### config.mk
export PLATFORM = sky130hd
export DESIGN_NAME = memory_interface
export DESIGN_NICKNAME = d
export VERILOG_FILES = /design/src/rtl/memory_interface.sv
export SDC_FILE = /design/constraint.sdc
export NUM_CORES = 1
export LEC_CHECK = 0
export ABC_AREA = 1
export CAP_MARGIN = 20
export CORE_ASPECT_RATIO = 1.75
export CORE_UTILIZATION = 39
export DETAILED_ROUTE_END_ITERATION = 6
export PLACE_DENSITY = 0.89
export SLEW_MARGIN = 20
export SYNTH_ARGS = -nofsm -noshare
export SYNTH_HDL_FRONTEND = slang
export SYNTH_SLANG_ARGS = --single-unit
### constraint.sdc
create_clock -name clock -period 1.35 [get_ports clock]
set_clock_uncertainty 0.1 [all_clocks]
set_input_delay 0.2025 -clock clock [delete_from_list [all_inputs] [get_ports clock]]
set_output_delay 0.2025 -clock clock [all_outputs]
set_load 0.02 [all_outputs]
### src/rtl/memory_interface.sv
// Memory interface between the MAR/MDR datapath and a single-port RAM.
// Handles one read or write at a time, waits for ram_ready with a bounded
// wait counter and reports success (done) or abandonment (timeout_err).
module memory_interface #(
  parameter int ADDR_W  = 9,
  parameter int TIMEOUT = 15
) (
  input  logic              clock,
  input  logic              clear,
  input  logic              rd_req,
  input  logic              wr_req,
  input  logic [31:0]       mar_addr,
  input  logic [31:0]       wr_data,
  output logic [31:0]       mdr_data_in,
  output logic              mdr_read,
  output logic              mdr_enable,
  output logic              busy,
  output logic              done,
  output logic              timeout_err,
  output logic [ADDR_W-1:0] ram_addr,
  output logic [31:0]       ram_wdata,
  output logic              ram_re,
  output logic              ram_we,
  input  logic [31:0]       ram_rdata,
  input  logic              ram_ready
);

  localparam int CNT_W = $clog2(TIMEOUT + 1);

  typedef enum logic [2:0] {
    IDLE    = 3'd0,
    RD_WAIT = 3'd1,
    RD_LOAD = 3'd2,
    WR_WAIT = 3'd3,
    WR_DONE = 3'd4
  } state_t;

  state_t             state_r;
  state_t             state_s;
  logic [ADDR_W-1:0]  addr_r;
  logic [31:0]        wdata_r;
  logic [31:0]        rdata_r;
  logic [CNT_W-1:0]   wait_cnt_r;
  logic               timeout_err_r;

  logic               accept_rd_s;
  logic               accept_wr_s;
  logic               capture_s;
  logic               expire_s;
  logic               count_s;
  logic               last_wait_s;
  logic               unused_addr_s;

  // Only the low ADDR_W bits of the MAR address the RAM.
  assign unused_addr_s = ^mar_addr[31:ADDR_W];

  // The access is abandoned when the wait that just ended was the last allowed one.
  assign last_wait_s = (wait_cnt_r == CNT_W'(TIMEOUT - 1));

  // State register.
  always_ff @(posedge clock or negedge clear) begin
    if (!clear) begin
      state_r <= IDLE;
    end else begin
      state_r <= state_s;
    end
  end

  // Next-state logic; a read wins over a simultaneous write, and ready beats timeout.
  always_comb begin
    state_s     = state_r;
    accept_rd_s = 1'b0;
    accept_wr_s = 1'b0;
    capture_s   = 1'b0;
    expire_s    = 1'b0;
    count_s     = 1'b0;
    case (state_r)
      IDLE: begin
        if (rd_req) begin
          accept_rd_s = 1'b1;
          state_s     = RD_WAIT;
        end else if (wr_req) begin
          accept_wr_s = 1'b1;
          state_s     = WR_WAIT;
        end else begin
          state_s = IDLE;
        end
      end
      RD_WAIT: begin
        if (ram_ready) begin
          capture_s = 1'b1;
          state_s   = RD_LOAD;
        end else if (last_wait_s) begin
          count_s  = 1'b1;
          expire_s = 1'b1;
          state_s  = IDLE;
        end else begin
          count_s = 1'b1;
          state_s = RD_WAIT;
        end
      end
      WR_WAIT: begin
        if (ram_ready) begin
          state_s = WR_DONE;
        end else if (last_wait_s) begin
          count_s  = 1'b1;
          expire_s = 1'b1;
          state_s  = IDLE;
        end else begin
          count_s = 1'b1;
          state_s = WR_WAIT;
        end
      end
      RD_LOAD: state_s = IDLE;
      WR_DONE: state_s = IDLE;
      default: state_s = IDLE;
    endcase
  end

  // Moore outputs decoded purely from the current state.
  always_comb begin
    busy       = 1'b0;
    done       = 1'b0;
    ram_re     = 1'b0;
    ram_we     = 1'b0;
    mdr_read   = 1'b0;
    mdr_enable = 1'b0;
    case (state_r)
      IDLE: begin
        busy = 1'b0;
      end
      RD_WAIT: begin
        busy   = 1'b1;
        ram_re = 1'b1;
      end
      RD_LOAD: begin
        busy       = 1'b1;
        done       = 1'b1;
        mdr_read   = 1'b1;
        mdr_enable = 1'b1;
      end
      WR_WAIT: begin
        busy   = 1'b1;
        ram_we = 1'b1;
      end
      WR_DONE: begin
        busy = 1'b1;
        done = 1'b1;
      end
      default: begin
        busy = 1'b0;
      end
    endcase
  end

  // Address register, loaded on any accepted request and held for the access.
  always_ff @(posedge clock or negedge clear) begin
    if (!clear) begin
      addr_r <= '0;
    end else if (accept_rd_s || accept_wr_s) begin
      addr_r <= mar_addr[ADDR_W-1:0];
    end else begin
      addr_r <= addr_r;
    end
  end

  // Write-data register, loaded only when a write is actually accepted.
  always_ff @(posedge clock or negedge clear) begin
    if (!clear) begin
      wdata_r <= 32'd0;
    end else if (accept_wr_s) begin
      wdata_r <= wr_data;
    end else begin
      wdata_r <= wdata_r;
    end
  end

  // Read-data register, keeps the last successfully read word.
  always_ff @(posedge clock or negedge clear) begin
    if (!clear) begin
      rdata_r <= 32'd0;
    end else if (capture_s) begin
      rdata_r <= ram_rdata;
    end else begin
      rdata_r <= rdata_r;
    end
  end

  // Wait counter, cleared on accept and advanced on each un-acknowledged wait cycle.
  always_ff @(posedge clock or negedge clear) begin
    if (!clear) begin
      wait_cnt_r <= '0;
    end else if (accept_rd_s || accept_wr_s) begin
      wait_cnt_r <= '0;
    end else if (count_s) begin
      wait_cnt_r <= wait_cnt_r + CNT_W'(1);
    end else begin
      wait_cnt_r <= wait_cnt_r;
    end
  end

  // Sticky timeout flag, cleared only by the next accepted request or reset.
  always_ff @(posedge clock or negedge clear) begin
    if (!clear) begin
      timeout_err_r <= 1'b0;
    end else if (accept_rd_s || accept_wr_s) begin
      timeout_err_r <= 1'b0;
    end else if (expire_s) begin
      timeout_err_r <= 1'b1;
    end else begin
      timeout_err_r <= timeout_err_r;
    end
  end

  assign ram_addr    = addr_r;
  assign ram_wdata   = wdata_r;
  assign mdr_data_in = rdata_r;
  assign timeout_err = timeout_err_r;

endmodule

==> results.md <==
- Rel. slew slack: 71.7%
- Area Growth Syn to Fin: 87.2%
- GPL Wtd Cong: 0.808
- Post-DRT Antenna Nets: 0
- CTS H-tree lvls: 3
- Total GRT Usage: 25.0%
- Post-synthesis sequential area ratio: 58.9%
- Critical-path top delay cell: dfrtp_1
- Synth warnings: 0
- Worst-Skew Late Latency: 330 ps
- # DRC: 0
- Most frequent CP cell: buf_4
- CORE AREA: 0.00861 mm2
- Max stage delay on crit path: 410 ps
- Worst hold path class: in -> reg
- Clock buffer depth: 2
- Sw Share: 41.1%
- Antenna diode count: 0
- Max_cap viols: 0
- Place WS: -386 ps
- CP Capture Type: output port
- Switch Pwr: 6280 uW
- Fmax: 630 MHz
- Die area: 0.00921 mm2
- Die X: 73.0 um
- Critical Path Source Type: register
- Global route total overflow: 0
- Hold Slack: 314 ps
- Worst-path fanout max: 3
- Layout Cell Area excl Fill: 0.00644 mm2
- PwrDens: 2370 mW/mm2
- Vias in the first global route: 3566
- Fin nets: 675
- Die Ht: 126 um
- Via density: 4.83
- Worst slew pin tran: 424 ps
- Synth Net Count: 474
- Buf/Inv on CP: 4
- Tcrit/Tclk final: 118%
- Sink Count: 81
- CTS Root Cell: clkbuf_16
- Crit path cell chain: inv_2 -> nand3_1 -> buf_4 -> inv_1 -> buf_4
- CP arrival: 1280 ps
- Worst Path Required: 1050 ps
- Cell Rows: 45
- Clk pin slew, worst setup/hold paths: 60 ps
- CTS tree: built
- Initial DRC count: 130
- Routed wire length: 11.4 mm
- WL per Instance: 16.4 um
- Clock power frac: 17.3%
- DRT Pass-1 Iters: 4
- Hold Vio Cnt, Final: 0
- Unrepaired setup endpoints after global routing: true
- Unique masters post-synth: 26
- Leakage Power: 0.00318 uW
- Starting Density: 39.9%
- Crit path kind: reg -> out
- Fin. max-slew vios: 0
- Final min period: 1590 ps
- Peak VDD IR: 0.00144 V
- Setup TNS: -12740 ps
- Status: finished, violations left
- Share of layout cells above drive strength 1: 44.7%
- Initial antenna violation count: 0
- Family with the most delay on the worst path: buffers and inverters
- Vias after detailed routing: 3349
- Sequential power share: 29.4%
- Synth Instances: 371
- First-pass GRT wire length: 17.3 mm
- Count of state elements after synthesis: 81
- Placed cell area: 0.00519 mm2
- Internal power: 9010 uW
- I/O Pins: 181
- Largest net degree at the start of global routing: 82
- Avg Inst Size Synth: 9.27 um2
- Synthesized area: 0.00344 mm2
- Failing checks: setup timing
- Final setup fails: 85
- Final worst setup slack: -237 ps
- IO buf count: 157
- Combinational cell fraction of total power: 53.3%
- Post-DP HPWL: 6.29 mm
- Cts bufs inserted: 9
[metrics by stage]
| step | std cells | utilization, % | power [uW] |
|---|---|---|---|
| after detailed placement | 645 | 60.2 | 10500 |
| final | 694 | 74.7 | 15300 |
| after global routing | 694 | 74.7 | 16100 |
| after CTS | 693 | 73.2 | 14600 |
| after floorplan | 371 | - | 7440 |
| after global placement | 645 | 60.2 | 10300 |
[power by group through the flow]
stage / Combinational (uW) / Sequential (uW) / Clock [uW]
finish: 8150 / 4500 / 2640
global route: 8670 / 4610 / 2790
CTS: 7680 / 4240 / 2680
detailed placement: 6360 / 4180 / 0
global placement: 6180 / 4140 / 0
floorplan: 2050 / 5390 / 0
[registers in the layout (all words and copies together) (netlist names)]
register	flops
mdr_data_in	32
ram_wdata	32
ram_addr	9
wait_cnt_r	4
state_r	3
timeout_err	1
[area by class of cell]
cell class	instances	area, um2
clock buffers	11	253
inverters	44	171
multi-input cells	231	1650
clock inverters	5	77.6
fillers	566	2180
flip-flops and latches	81	2030
repair buffers	205	2110
well taps	117	146
[logic make-up after synthesis]
| family | Yosys count | synth area share (%) |
|---|---|---|
| and+or+nand+nor | 189 | 23.4 |
| DFF | 81 | 58.9 |
| buffers and inverters | 63 | 9.38 |
| AOI/OAI and AO/OA | 35 | 7.35 |
| adders and majority gates | 2 | 0.727 |
| xor gates and xnor gates | 1 | 0.255 |
[worst paths after layout]
| kind | start | to | slack (ps) | cells after the start |
|---|---|---|---|---|
| setup / recovery | state_r[2] | ram_we | -240 | 5 |
| hold / removal | mar_addr[2] | ram_addr[2] | 310 | 3 |
| setup reg to reg | state_r[1] | ram_wdata[11] | -230 | 8 |
| hold reg to reg | mdr_data_in[20] | mdr_data_in[20] | 380 | 2 |
| max in group asynchronous | clear | state_r[1] | 470 | 3 |
| min in group asynchronous | clear | ram_wdata[14] | 340 | 3 |
[placed cells by master (no fill, tap or decap), types with 2 or more instances in the layout]
master / synthesis / routed
buf_12: 0 / 10
buf_16: 0 / 7
buf_4: 4 / 13
buf_6: 9 / 15
buf_8: 0 / 7
bufinv_16: 0 / 2
clkbuf_16: 0 / 11
clkbuf_2: 1 / 44
clkbuf_8: 0 / 2
clkdlybuf4s15_1: 0 / 27
clkdlybuf4s15_2: 0 / 3
clkdlybuf4s50_1: 0 / 76
clkinv_2: 0 / 3
dfrtp_1: 81 / 79
dfrtp_2: 0 / 2
ha_1: 2 / 2
inv_1: 42 / 39
inv_2: 1 / 3
nand2_1: 136 / 57
nand2_2: 1 / 53
nand2_4: 1 / 27
nand2_8: 0 / 5
nand3_1: 44 / 29
nand3_2: 1 / 15
o21ai_1: 13 / 4
o21ai_2: 20 / 29
[worst reg2reg max path, stage by stage (launching register included)]
cell and delay [ps]:
dfrtp_2 440, nor2_4 140, buf_6 110, nand4_4 140, buf_6 180, buf_6 120, buf_8 130, nand2_2 50
o21ai_2 50
[synth_stat cells]
cell      count  share of area [%]
o21ai_0       1               0.15
nand3_1      44                6.4
buf_4         4               0.87
inv_1        42                4.6
nor2_4        1               0.33
nor2_1        2               0.22
clkinv_1      1               0.11
dfrtp_1      81                 59
nand2_1     136                 15
clkbuf_2      1               0.15
nand3b_1      1               0.22
buf_1         1               0.11
buf_6         9                2.9
o211ai_1      1               0.22
clkbuf_1      2               0.22
inv_2         1               0.11
buf_2         2               0.29
nand2_2       1               0.18
nand3_2       1               0.29
nand2_4       1               0.33
xor2_1        1               0.25
o21ai_2      20                5.1
ha_1          2               0.73
o21ai_1      13                1.9
nand4_2       1               0.36
nand4_1       1               0.18
[timing repair]
item / 4_1_cts / 5_1_grt
hold buffers: 1 / 0
setup buffers: 17 / 4
endpoints found under the hold margin: 81 / 0
endpoints found under the setup margin: 144 / 145
pin swaps: 13 / 12
gates cloned: 15 / 2
resized for setup: 243 / 177
[routing by layer]
metal	wire length, um	up-vias	track usage [%]
li1	-	1569	-
met1	4120	1628	26.6
met2	6400	132	46.2
met3	563	20	5.52
met4	306	0	9.57
met5	0	-	0
No activity file was read; power rests on OpenSTA's default activity.
